==> src/rtl/ifetch_unit.sv <==
// ============================================================================
//  Module      : ifetch_unit
//  Description : RV32I fetch stage. Owns the PC and drives a 1-cycle-latency
//                synchronous instruction memory. Handles stall, redirect,
//                halt, and a sticky trap on a misaligned redirect target.
//  Revision    : 1.0  initial release
// ============================================================================
`default_nettype none

module ifetch_unit #(
   parameter logic [31:0] RESET_PC  = 32'h0000_0000,
   parameter int          ADDR_W    = 14,
   parameter logic [31:0] NOP_INSTR = 32'h0000_0013
) (
   input  logic              clk,
   input  logic              rst,
   input  logic              stall,
   input  logic              redirect,
   input  logic [31:0]       redirect_pc,
   input  logic              halt,
   output logic              imem_en,
   output logic [ADDR_W-1:0] imem_addr,
   input  logic [31:0]       imem_rdata,
   output logic [31:0]       instruction,
   output logic [31:0]       pc,
   output logic [31:0]       pc_plus4,
   output logic              instr_valid,
   output logic              misaligned,
   output logic [31:0]       instr_count
);

   typedef enum logic [1:0] {
      ST_BOOT = 2'd0,
      ST_RUN  = 2'd1,
      ST_HALT = 2'd2
   } state_t;

   state_t      state_q, state_d;
   logic [31:0] pc_q, pc_d;
   logic [31:0] fetch_pc_q, fetch_pc_d;
   logic        misaligned_q, misaligned_d;
   logic [31:0] instr_count_q, instr_count_d;

   always_ff @(posedge clk) begin
      if (rst) begin
         state_q       <= ST_BOOT;
         pc_q          <= RESET_PC;
         fetch_pc_q    <= RESET_PC;
         misaligned_q  <= 1'b0;
         instr_count_q <= 32'd0;
      end else begin
         state_q       <= state_d;
         pc_q          <= pc_d;
         fetch_pc_q    <= fetch_pc_d;
         misaligned_q  <= misaligned_d;
         instr_count_q <= instr_count_d;
      end
   end

   always_comb begin
      state_d       = state_q;
      pc_d          = pc_q;
      fetch_pc_d    = fetch_pc_q;
      misaligned_d  = misaligned_q;
      instr_count_d = instr_count_q;
      imem_en       = 1'b0;
      imem_addr     = fetch_pc_q[ADDR_W+1:2];
      instr_valid   = 1'b0;

      // Outputs are forced quiet while rst is high; the registers reset at the edge.
      if (!rst) begin
         case (state_q)
            ST_BOOT: begin
               imem_en    = 1'b1;
               pc_d       = fetch_pc_q;
               fetch_pc_d = fetch_pc_q + 32'd4;
               state_d    = ST_RUN;
            end
            ST_RUN: begin
               instr_valid = 1'b1;
               if (halt) begin
                  state_d       = ST_HALT;
                  instr_count_d = instr_count_q + 32'd1;
               end else if (redirect) begin
                  if (redirect_pc[1:0] != 2'b00) begin
                     misaligned_d = 1'b1;
                     state_d      = ST_HALT;
                  end else begin
                     // Target goes straight to memory so a taken branch costs no bubble.
                     imem_en       = 1'b1;
                     imem_addr     = redirect_pc[ADDR_W+1:2];
                     pc_d          = redirect_pc;
                     fetch_pc_d    = redirect_pc + 32'd4;
                     instr_count_d = instr_count_q + 32'd1;
                  end
               end else if (!stall) begin
                  imem_en       = 1'b1;
                  pc_d          = fetch_pc_q;
                  fetch_pc_d    = fetch_pc_q + 32'd4;
                  instr_count_d = instr_count_q + 32'd1;
               end
            end
            ST_HALT: begin
            end
            default: begin
               state_d = ST_BOOT;
            end
         endcase
      end
   end

   assign instruction = instr_valid ? imem_rdata : NOP_INSTR;
   assign pc          = pc_q;
   assign pc_plus4    = pc_q + 32'd4;
   assign misaligned  = misaligned_q;
   assign instr_count = instr_count_q;

endmodule

`default_nettype wire

==> config.mk <==
export PLATFORM = sky130hd
export DESIGN_NAME = ifetch_unit
export DESIGN_NICKNAME = d
export VERILOG_FILES = /design/src/rtl/ifetch_unit.sv
export SDC_FILE = /design/constraint.sdc
export NUM_CORES = 1
export LEC_CHECK = 0
export CAP_MARGIN = 20
export CORE_AREA = 2 2 101 141
export DETAILED_ROUTE_END_ITERATION = 7
export DIE_AREA = 0 0 103 143
export PLACE_DENSITY = 0.84
export SLEW_MARGIN = 5
export SYNTH_ARGS = -nofsm -noshare
export SYNTH_HDL_FRONTEND = slang
export SYNTH_SLANG_ARGS = --single-unit
==> constraint.sdc <==
create_clock -name clk -period 3.7 [get_ports clk]
set_input_delay 0.555 -clock clk [delete_from_list [all_inputs] [get_ports clk]]
set_output_delay 0.555 -clock clk [all_outputs]
set_load 0.005 [all_outputs]
### Yosys cells after proc, flatten, opt, wreduce, memory -nomap -nowiden

Cells that the tools add are included.

* register bits: 99
* latch bits: 0
* bits in writable memories: 0
* memory bits (read-only): 0
* input port bits: 69
* output and inout bits: 145
* word-level logic and storage cells: 59
* memories: 0

* $add $sub $neg: 4
* $mul: 0
* div/mod/pow operators: 0
* magnitude comparators: 0
* equality and inequality tests: 9
* shift operators: 0
* muxes and demuxes: 32
* bitwise gates (word level): 2
* reduce and logical (&&, ||, !) cells: 7

Operators by type and width (number)
* $mux 32: 13
* $pmux 32 s2: 2
* $add 32x3->32 const B: 3
* $mux 14: 5
* $add 32x1->32 const B: 1
* $ne 3x3->1 const B: 5
* $reduce_and 4->1: 2
* $mux 1: 7
* $mux 2: 3
* $pmux 2 s3: 1
* $reduce_and 3->1: 2
* $reduce_bool 2->1: 2
* $ne 3x1->1 const B: 1
* $eq 2x1->1 const B: 1
* $eq 2x2->1 const B: 1
* $logic_not 2->1: 1
* $ne 2x2->1 const B: 1
* $not 1->1: 2
* $pmux 1 s2: 1

### Depth between registers and ports, before layout

Gate-level depths: netlist of the first run.

* depth in word-level cells: 6
* mapped depth: 8
* gate-level depth less buffers: 6

### Least setup slack after synthesis of the first run

Ideal clock, no wire load.

* path type: input to output
* from: input port halt
* to: output port imem_addr[10]
* data arrival time: 1.842 ns
* data required time: 3.145 ns
* setup slack: 1.303 ns
* stages on the path: 5
* path buffers: 1
* path through: and4bb_2 -> nand2_1 -> nor2_1 -> buf_2 -> mux2_2

* cells in the longest elaborated chain, start to end: 3

RTL lines
* from (decl): RTL line 20 `input logic halt,`
* $mux 14: RTL line 81 `if (halt) begin`
* $mux 14: RTL line 72 `case (state_q)`
* $mux 14: RTL line 71 `if (!rst) begin`
* to (decl): RTL line 22 `output logic [ADDR_W-1:0] imem_addr,`

Every way passes these cells.

### Final worst setup path of the first run

* from: register pc_q[2] (netlist: pc[2])
* to: output port pc_plus4[24]

* cells in the longest elaborated chain, start to end: 1

RTL lines
* from (decl): RTL line 39 `logic [31:0] pc_q, pc_d;`
* from (signal assigned): RTL line 53 `pc_q <= pc_d;`
* $add 32x3->32: RTL line 114 `assign pc_plus4 = pc_q + 32'd4;`
* to (decl): RTL line 26 `output logic [31:0] pc_plus4,`

Every way passes these cells.

==> results of run 1 <==
## sequential cells by signal (all words and copies together) (netlist names)
register / cells
instr_count: 32
misaligned: 1
pc: 32
fetch_pc_q: 32
state_q: 2
## power groups by stage
| stage | logic, mW | clock network [mW] | registers [mW] |
|---|---|---|---|
| after CTS | 0.794 | 0.962 | 1.25 |
| after global placement | 0.782 | 0 | 1.27 |
| final | 0.795 | 0.957 | 1.25 |
| after detailed placement | 0.790 | 0 | 1.27 |
| after global routing | 0.866 | 1.01 | 1.27 |
| after floorplan | 0.376 | 0 | 1.25 |
## layout by cell type, fill, tap and decap left out, drive strengths merged, types with 4 or more instances in the layout
| master | Yosys | routed |
|---|---|---|
| or4 | 4 | 4 |
| xor2 | 38 | 38 |
| or3 | 13 | 13 |
| clkbuf | 39 | 12 |
| a21oi | 33 | 33 |
| xnor2 | 31 | 31 |
| a31oi | 13 | 13 |
| o32ai | 4 | 4 |
| a311oi | 35 | 35 |
| and2 | 10 | 10 |
| o31ai | 4 | 4 |
| nand3 | 46 | 46 |
| nor2 | 89 | 89 |
| ha | 4 | 4 |
| and4 | 15 | 15 |
| and3 | 47 | 47 |
| nand4 | 38 | 38 |
| nor3 | 16 | 16 |
| a211oi | 10 | 10 |
| clkdlybuf4s50 | 0 | 212 |
| nand2 | 116 | 116 |
| dfxtp | 99 | 99 |
| nor4 | 15 | 15 |
| mux2 | 14 | 14 |
| buf | 22 | 16 |
| nand2b | 6 | 6 |
| o21ai | 38 | 38 |
| nor3b | 4 | 4 |
| mux2i | 7 | 7 |
| inv | 13 | 13 |
## worst max-delay path, cell delays in order, from the launching register on
cell and delay [ns]:
dfxtp_1 0.42, ha_1 0.21, and3_1 0.27, nand4_1 0.31, or2_2 0.43, nor2_1 0.14
xor2_1 0.16, clkdlybuf4s50_1 0.51
## kinds of logic after synthesis
kind of cell | synth area share
AND/OR/NAND/NOR | 0.354
AO/OA/AOI/OAI | 0.163
flip-flops | 0.301
buffers and inverters | 0.0477
XOR/XNOR | 0.0917
multiplexers | 0.0346
adder cells (fa/ha/maj) | 0.00760
## metrics by stage
stage	total power, mW	instances	instance area (um^2)
floorplan	1.62	856	6590
global placement	2.05	1205	8810
detailed placement	2.06	1205	8810
CTS	3.00	1221	9100
global route	3.14	1221	9110
finish	3.00	1221	9110
## layer usage
| metal | wire length, um | track usage | vias to the layer above |
|---|---|---|---|
| met5 | 0 | 0 | - |
| met4 | 549 | 0.120 | 0 |
| met3 | 1380 | 0.0323 | 47 |
| met2 | 10400 | 0.453 | 312 |
| met1 | 8370 | 0.353 | 3318 |
| li1 | - | - | 3489 |
## worst paths after layout
check | startpoint | to | depth (start not counted)
worst min register to register | fetch_pc_q[1] | fetch_pc_q[1] | 1
worst max register to register | fetch_pc_q[2] | fetch_pc_q[26] | 6
worst min-delay path | fetch_pc_q[1] | fetch_pc_q[1] | 1
worst max-delay path | pc[2] | pc_plus4[24] | 7
## final cells by class
type                            instances  area [um^2]
Inverter                               13         48.8
Clock buffer                           12          246
Tap cell                              182          228
Sequential cell                        99         1980
Fill cell                            1164         4280
Multi-Input combinational cell        683         4300
Clock inverter                          4         50.0
Timing Repair Buffer                  228         2250
## timing repair
item / CTS / global route
resized for setup: 0 / 1
hold buffers: 0 / 0
setup endpoints to repair: 0 / 1
==> summary.md, run 1 <==
| Metric | Value |
|---|---|
| Largest net degree at the start of global routing | `57` |
| Worst ir drop on vdd | `approximately 0.00020 V` |
| Psw | `0.887 mW` |
| Gr ovfl total | `0` |
| Slew HR | `0.516` |
| WHS | `approximately 0.49 ns` |
| Clock power share | `0.319` |
| Fraction of the yosys area taken by sequential cells | `0.301` |
| DP Worst Slack | `approximately 0.37 ns` |
| CTS buffer count | `9` |
| Wire length per cell | `16.9 um` |
| Post-synthesis cell type with the largest combined area | `dfxtp_1` |
| First-pass GRT wire length | `32,400 um` |
| Vias per Instance | `5.87` |
| # IOs | `between 200 and 250` |
| Post-route minimum period | `roughly 3.4 ns` |
| IO buf count | `between 200 and 250` |
| Post-CTS Setup Bufs | `0` |
| P_int | `roughly 2.1 mW` |
| GP Congestion | `slightly above 0.9` |
| Clk_lat worst skew | `between 0.3 and 0.4 ns` |
| Chip Height | `between 100 and 150 um` |
| Worst slew pin tran | `approximately 0.73 ns` |
| Arr. time, crit path | `around 2.8 ns` |
| Total number of vias | `7,166` |
| Final WS setup | `0.344 ns` |
| WL final | `about 21,000 um` |
| Post-layout util | `0.680` |
| WS Path Type | `flip-flop to output pin` |
| Clock Path Buffers | `2` |
| Final period util | `0.907` |
| Flop pwr share | `0.417` |
| Clock slew at reported path FFs | `~0.070 ns` |
| Crit-path max FO | `6` |
| Cell leakage power | `~3.3 nW` |
| Effective utilization at floorplan | `0.492` |
| Fmax | `a little under 300 MHz` |
| Crit end category | `output pin` |
| Diode count | `0` |
| Max-Cap Viols | `0` |
| Number of detailed-route iterations in the first pass | `6` |
| All-Layer GR Usage | `0.273` |
| Die area | `about 15,000 um^2` |
| Top cells by count, synth | `nand2_1, dfxtp_1, nor2_1` |
| Core ar. | `13,400 um^2` |
| Area Overhead vs Synth | `38.2%` |
| Combinational Power Share | `0.265` |
| Number of synthesized flops with an enable pin | `0` |
| Dominant cell by count in the synthesized netlist | `nand2_1` |
| Unrepaired setup endpoints after global routing | `false` |
| Htree depth | `3` |
| Reg2reg setup slack | `1.39 ns` |
| Min-delay worst type | `flip-flop to flip-flop` |
| Netlist cell types | `68` |
| Synth warn | `0` |
| Nets | `roughly 1,100` |
| Die Wd | `slightly above 100 um` |
| Netlist Area Pre-Place | `~6600 um^2` |
| Setup Skew | `0.00526 ns` |
| Vias in the first global route | `6,552` |
| Synth top area share | `0.301` |
| Final Setup Violations | `0` |
| Syn Area/Cell | `about 7.7 um^2` |
| Share of layout cells above drive strength 1 | `0.0683` |
| Sw frac | `0.295` |
| Ys async rst share | `0` |
| ANT nets after route | `0` |
| Dominant cells by area after synthesis | `dfxtp_1, nand2_1, xor2_1, nor2_1, a311oi_1` |
| DP HPWL | `between 15,000 and 20,000 um` |
| Worst EP required | `around 3.1 ns` |
| Clock Root Buffer | `clkbuf_16` |
| Number of remaining DRC errors | `0` |
| Final hold violation count | `0` |
| Clock Sinks | `99` |
| Post-synthesis sequential element count | `99` |
| Status | `completed` |
| Post-Syn Instances | `856` |
| Max-slew violations | `0` |
| Antenna violations before repair | `0` |
| Cell Pwr Density | `330 nW/um^2` |
| CP startpoint kind | `flip-flop` |
| Post-synth top flop | `dfxtp_1` |
| Violation count after the first detailed-route iteration | `slightly above 600` |
| Syn Nets | `~930` |
| TNS Setup | `0 ns` |
| CTS tree | `built` |
| Standard-cell rows | `50` |
Power figures use the tool's default switching activity.
==> run 2, diff against run 1 <==
- CAP_MARGIN: 20 -> 10
- GPL_ROUTABILITY_DRIVEN: unset -> 0
- REMOVE_ABC_BUFFERS: unset -> 1
==> summary.md, run 2 (same netlist as run 1, synthesis figures left out) <==
| Metric | Value |
|---|---|
| Status | `completed` |
| Clock Sinks | `99` |
| CTS tree | `built` |
| Nets | `around 1,100` |
| Clock slew at reported path FFs | `0.07 ns` |
| Vias in the first global route | `approximately 6,500` |
| Chip Height | `between 100 and 150 um` |
| Final hold violation count | `0` |
| Register area | `1980 um^2` |
| Arr. time, crit path | `roughly 3 ns` |
| Max-slew violations | `0` |
| TNS Setup | `0 ns` |
| Unrepaired setup endpoints after global routing | `false` |
| Most frequent cells in the layout | `clkdlybuf4s50_1, nand2_1, dfxtp_1, nor2_1, and3_1` |
| Slew HR | `0.369` |
| Gr ovfl total | `0` |
| Multi-input logic area | `4300 um^2` |
| Fill count | `between 1,000 and 1,500` |
| CTS resizes | `0` |
| IO buf count | `roughly 210` |
| CP startpoint kind | `flip-flop` |
| Setup Skew | `about 0.0090 ns` |
| Vias per Instance | `5.90` |
| Min-delay worst type | `flip-flop to flip-flop` |
| WL final | `approximately 20,000 um` |
| Worst slew pin tran | `between 0.9 and 1 ns` |
| Total number of vias | `~7,200` |
| Hold_buf cts | `0` |
| Crit end category | `output pin` |
| Largest net degree at the start of global routing | `between 70 and 80` |
| Worst ir drop on vdd | `0.000201 V` |
| CTS buffer count | `9` |
| First-pass GRT wire length | `32,100 um` |
| Clk_lat worst skew | `between 0.3 and 0.4 ns` |
| Final period util | `0.941` |
| Diode count | `0` |
| # IOs | `214` |
| Clock Root Buffer | `clkbuf_16` |
| Area Overhead vs Synth | `38.9%` |
| Number of remaining DRC errors | `0` |
| Max-Cap Viols | `0` |
| Antenna violations before repair | `0` |
| Worst EP required | `approximately 3.1 ns` |
| Post-route insts no fill | `roughly 1,200` |
| Commonest non-fill, non-tap cell in the layout | `clkdlybuf4s50_1` |
| ANT nets after route | `0` |
| Number of detailed-route iterations in the first pass | `6` |
| Post-route minimum period | `3.48 ns` |
| Die area | `around 15,000 um^2` |
| Placed Cells | `between 1,000 and 1,500` |
| WS Path Type | `flip-flop to output pin` |
| Htree depth | `3` |
| Violation count after the first detailed-route iteration | `~350` |
| Effective utilization at floorplan | `0.492` |
| Final Setup Violations | `0` |
| DP HPWL | `roughly 15,000 um` |
| All-Layer GR Usage | `0.269` |
| Crit-path max FO | `6` |
| Die Wd | `103 um` |
| Standard-cell rows | `50` |
| Post-CTS Setup Bufs | `0` |
| Wire length per cell | `approximately 17 um` |
| Cell leakage power | `~3.3 nW` |
| Core ar. | `about 13,000 um^2` |
| Clock Path Buffers | `2` |
| Fmax | `287 MHz` |
| Cell Pwr Density | `about 340 nW/um^2` |
| Share of layout cells above drive strength 1 | `0.0675` |
## run 2: per-stage QoR
stage / cell area (um^2) / setup slack, ns / total power, mW / util / hold WS [ns]
global placement: 8800 / 0.464 / 2.05 / 0.658 / 0.445
global route: 9150 / 0.0374 / 3.28 / 0.684 / 0.477
finish: 9150 / 0.218 / 3.14 / 0.684 / 0.465
CTS: 9150 / 0.168 / 3.15 / 0.684 / 0.469
floorplan: 6320 / 0.335 / 1.58 / - / 0.449
detailed placement: 8800 / 0.416 / 2.07 / 0.658 / 0.454
## run 2: worst paths after layout
kind	startpoint	end	slack, ns	cells after the start
worst max register to register	fetch_pc_q[3]	fetch_pc_q[28]	1.44	6
worst min register to register	misaligned	misaligned	0.46	1
worst max-delay path	pc[2]	pc_plus4[30]	0.22	7
worst min-delay path	misaligned	misaligned	0.46	1
## run 2: area by class of cell
class                   count  area share
multi-input cells         683       0.469
repair buffers            226       0.246
flip-flops and latches     99       0.217
well taps                 182      0.0249
clock buffers               9      0.0246
clock inverters             7      0.0134
inverters                  13     0.00533
## run 2: power by group
group          switching, mW  total (mW)  internal [mW]
Combinational          0.360       0.795          0.435
Clock                  0.427        1.09          0.666
Sequential             0.112        1.25           1.14
Total                  0.899        3.14           2.24
## run 2: critical path: stages, from the launching register on
cell and delay, ns:
dfxtp_1 0.42, ha_1 0.20, and3_1 0.29, nand4_1 0.32, nor3_1 0.47, nand3_1 0.19
xnor2_1 0.16, clkdlybuf4s50_1 0.53
## run 2: metal layers
layer	part of all wire	wire, um	global-route usage	vias up
met4	0.025	515	0.105	0
met1	0.40	8090	0.329	3346
met3	0.067	1370	0.0421	50
met2	0.51	10400	0.466	303
met5	0	0	0	-
li1	-	-	-	3492
==> RTL change 1 (settings of run 2) <==
`ADDR_W`: 14 -> 13.
--- a/src/rtl/ifetch_unit.sv
+++ b/src/rtl/ifetch_unit.sv
@@ -9,7 +9,7 @@
 
 module ifetch_unit #(
    parameter logic [31:0] RESET_PC  = 32'h0000_0000,
-   parameter int          ADDR_W    = 14,
+   parameter int          ADDR_W    = 13,
    parameter logic [31:0] NOP_INSTR = 32'h0000_0013
 ) (
    input  logic              clk,
Interface: changed (resized imem_addr); port bits go from 214 to 213. No check against the original RTL was run, so the function may have changed too.
==> RTL change 1 against run 2 <==
Clock power is 12% lower. First-iteration DRC count up 34%. Highest routed layer unchanged. Sequential cell count is the same. Cell area down 0.96%. Wire length grew 4.3%. Setup slack better by 85 ps. Power fell by 0.11%. Area after synthesis shrank 2.4%. Critical path type is now primary input to output pin.
==> RTL change 1: results (changes against run 2) <==
| Metric | Value |
|---|---|
| Outcome | finished clean |
| Synth unique cells | 64 (-5.9%) |
| Critical register-to-register path startpoint | state_q[0] |
| GR Layer Usage met2 | 0.495 (+0.0290) |
| First-pass DRT Iterations | 5 (-1) |
| CP endpoint | imem_addr[7] |
| Maximum vdd ir drop | 205 uV (+2.3%) |
| Cells after synthesis | 888 (+3.7%) |
| Crit path largest cell delay | 570 ps (+40 ps) |
| Via density | 5.88 (-0.28%) |
| Worst-path maximum fanout | 11 (+5) |
| Worst R2R Setup Slack | 1150 ps (-290 ps) |
| Initial drt markers | 465 (+34%) |
| Slew HR | 0.460 (+0.0911) |
| Fmax | 294 MHz (+2.5%) |
| Dominant cells by area after synthesis | dfxtp_1 31%, nand2_1 8.9%, xnor2_1 5.0%, nor2_1 4.8%, a311oi_1 4.6% |
| Cell family with the largest share of critical-path delay | buffers and inverters |
| Placed instance count | 1245 (+3.5%) |
| Met1 usage | 0.342 (+0.0127) |
| First-pass GRT wire length | 33300 um (+3.7%) |
| Routing usage on met3 | 0.0343 (-0.00783) |
| XOR/XNOR Fraction of Synth Area | 0.0844 (-0.00728) |
| Main combinational cell family by area after synthesis | simple AND/OR/NAND/NOR gates |
| Final net count | 1147 (+3.8%) |
| Slowest cell on crit path | clkdlybuf4s50_1 |
| P_clk | 963 uW (-12%) |
| WL met2 | 11100 um (+7.0%) |
| Crit path launch | halt |
| Met3 wire length | 1020 um (-25%) |
| Seq/Total Area, Yosys | 0.308 (+0.00737) |
| Routed metal-1 wirelength | 8270 um (+2.2%) |
| Synthesized-area fraction occupied by adder cells | 0.00778 (+0.000186) |
| Worst EP arrival | 2840 ps (-90 ps) |
| Placed wire-length estimate | 15900 um (+7.2%) |
| Mux contribution to synthesized area | 0.00175 (-0.0328) |
| Final Skew | 6.61 ps (-2.41 ps) |
| Synth top cells by count | 153 x nand2_1, 99 x dfxtp_1, 83 x nor2_1 |
| Total GRT Usage | 0.284 (+0.0149) |
| Sw Ratio | 0.305 (+0.0185) |
| Share of layout cells above drive strength 1 | 0.0565 (-0.0110) |
| Vias in the first global route | 6627 (+1.6%) |
| Wirelength per Cell | 16.8 um (+0.86%) |
| Leak | 0.00312 uW (-5.4%) |
-- RTL change 1: area by class of cell --
cell class / instances / area, um2
Inverter: 16 / 60.1
Multi-Input combinational cell: 708 / 4150
Clock buffer: 10 / 239
Tap cell: 182 / 228
Clock inverter: 6 / 63.8
Fill cell: 1182 / 4320
Sequential cell: 99 / 1980
Timing Repair Buffer: 240 / 2340
-- RTL change 1: how the worst min path moves through the flow --
stage	startpoint	to	slack [ps]	cells past startpoint
floorplan	fetch_pc_q[0]	pc[0]	450	2
global placement	misaligned	misaligned	470	2
detailed placement	misaligned	misaligned	470	2
CTS	misaligned	misaligned	490	2
global route	fetch_pc_q[30]	fetch_pc_q[30]	510	2
finish	misaligned	misaligned	490	2
-- RTL change 1: per-stage QoR --
step	util	total power (uW)	TNS, ps	area [um2]
2_1_floorplan	-	1630	-153	6170
3_3_place_gp	0.654	2170	0	8750
3_5_place_dp	0.654	2190	0	8750
4_1_cts	0.676	3150	0	9050
5_1_grt	0.677	3290	0	9060
6_report	0.677	3140	0	9060
==> RTL change 2 (settings of run 2) <==
Made on the original files. The 3 states of `state_t` get a one-hot encoding in 3 bits.
--- a/src/rtl/ifetch_unit.sv
+++ b/src/rtl/ifetch_unit.sv
@@ -29,10 +29,10 @@
    output logic [31:0]       instr_count
 );
 
-   typedef enum logic [1:0] {
-      ST_BOOT = 2'd0,
-      ST_RUN  = 2'd1,
-      ST_HALT = 2'd2
+   typedef enum logic [2:0] {
+      ST_BOOT = 3'b001,
+      ST_RUN  = 3'b010,
+      ST_HALT = 3'b100
    } state_t;
 
    state_t      state_q, state_d;
Check against the original RTL: no difference found for any inputs over 4 cycles, from zero or initial values and one cycle with rst high; so few cycles prove little.
==> RTL change 2 against run 2 <==
Wire length increased by 1.3%. Critical path depth increased by 1. First-iteration DRC count increased by 58%. Cell area decreased by 1.9%. Area after synthesis decreased by 2.8%. Power increased by 0.98%. Die area unchanged. Largest power group unchanged. Critical path type unchanged. Fmax decreased by 0.60%. Setup slack got worse by 21 ps. Sequential cell count increased by 1. Core utilization decreased by 1.3 points.
==> RTL change 2: results (changes against run 2) <==
| Metric | Value |
|---|---|
| Hold EP | pc[1] |
| Worst-path maximum fanout | 7 (+1) |
| Leak | 0.00311 uW (-5.7%) |
| DRT Wirelength | 20600 um (+1.3%) |
| Share of layout cells above drive strength 1 | 0.0642 (-0.00326) |
| Slew HR | 0.371 (+0.00246) |
| Register share of total power | 0.407 (+0.008) |
| Sw Ratio | 0.313 (+0.0261) |
| Worst R2R Setup Slack | 610 ps (-830 ps) |
| Final net count | 1111 (+0.54%) |
| Routing usage on met3 | 0.0470 (+0.00489) |
| Min-delay src | fetch_pc_q[1] |
| Largest net degree at the start of global routing | 95 (+27%) |
| Outcome | finished clean |
| Total GRT Usage | 0.274 (+0.00527) |
| Slowest cell on crit path | clkdlybuf4s50_1 |
| Maximum vdd ir drop | 206 uV (+2.5%) |
| Dominant cells by area after synthesis | dfxtp_1 31%, nand2_1 7.3%, nor2_1 5.9%, xnor2_1 5.9%, and3_1 4.8% |
| Critical register-to-register path startpoint | state_q[1] |
| Seq/Total Area, Yosys | 0.313 (+0.0119) |
| Final Skew | 5.22 ps (-3.81 ps) |
| First-pass GRT wire length | 32400 um (+0.90%) |
| P_clk | 979 uW (-10%) |
| Vias in the first global route | 6434 (-1.4%) |
| Crit path launch | pc[5] |
| Int Power | 2180 uW (-2.7%) |
| Hold path depth | 2 (+1) |
| Met1 usage | 0.350 (+0.0216) |
| Via density | 5.74 (-2.8%) |
| Synth top cells by count | 125 x nand2_1, 101 x nor2_1, 100 x dfxtp_1 |
| Initial drt markers | 547 (+58%) |
| GR Layer Usage met2 | 0.457 (-0.00854) |
| FF-to-FF path depth | 7 (+1) |
| Synth unique cells | 63 (-7.4%) |
| Placed wire-length estimate | 15000 um (+1.0%) |
| Worst EP arrival | 2950 ps (+20 ps) |
[RTL change 2: cells by family (layout without fill, tap and decap cells)]
logic type	Yosys count	after routing	synth area share
XOR/XNOR	77	77	0.105
multiplexers	14	14	0.0242
adder cells (fa/ha/maj)	4	4	0.00782
flip-flops	100	100	0.313
buffers and inverters	73	264	0.0463
AO/OA/AOI/OAI	149	149	0.161
AND/OR/NAND/NOR	435	435	0.342
[RTL change 2: how the worst max path moves through the flow]
stage | depth (start not counted) | slack, ps | end
final | 8 | 200 | pc_plus4[31]
after global routing | 8 | 20 | pc_plus4[31]
after CTS | 8 | 140 | pc_plus4[31]
after detailed placement | 8 | 280 | imem_addr[3]
after global placement | 8 | 360 | imem_addr[9]
after floorplan | 5 | -1610 | imem_addr[0]
[RTL change 2: repair_timing]
item                       in CTS  in global routing
gates resized for setup         0                  1
buffers inserted                0                  0
setup endpoints to repair       0                  1
[RTL change 2: per-stage QoR]
| step | area, um2 | cells | hold WS (ps) | TNS [ps] | setup WS [ps] |
|---|---|---|---|---|---|
| after floorplan | 6180 | 799 | 449 | -39010 | -1610 |
| after global placement | 8670 | 1209 | 448 | 0 | 361 |
| after detailed placement | 8670 | 1209 | 467 | 0 | 278 |
| after CTS | 8970 | 1225 | 481 | 0 | 143 |
| after global routing | 8980 | 1225 | 498 | 0 | 23.1 |
| final | 8980 | 1225 | 481 | 0 | 197 |
[RTL change 2: cell type report]
type                       instances  area (um2)
fill                            1143        4410
multi-input combinational        679        4120
timing repair buffer             228        2250
sequential                       100        2000
tap                              182         228
clock buffer                       9         225
clock inverter                     7        76.3
inverter                          20        75.1
[RTL change 2: layer usage]
layer	vias up	share of wire
li1	3431	-
met3	48	0.069
met1	3262	0.41
met4	0	0.026
met2	286	0.50
met5	-	0
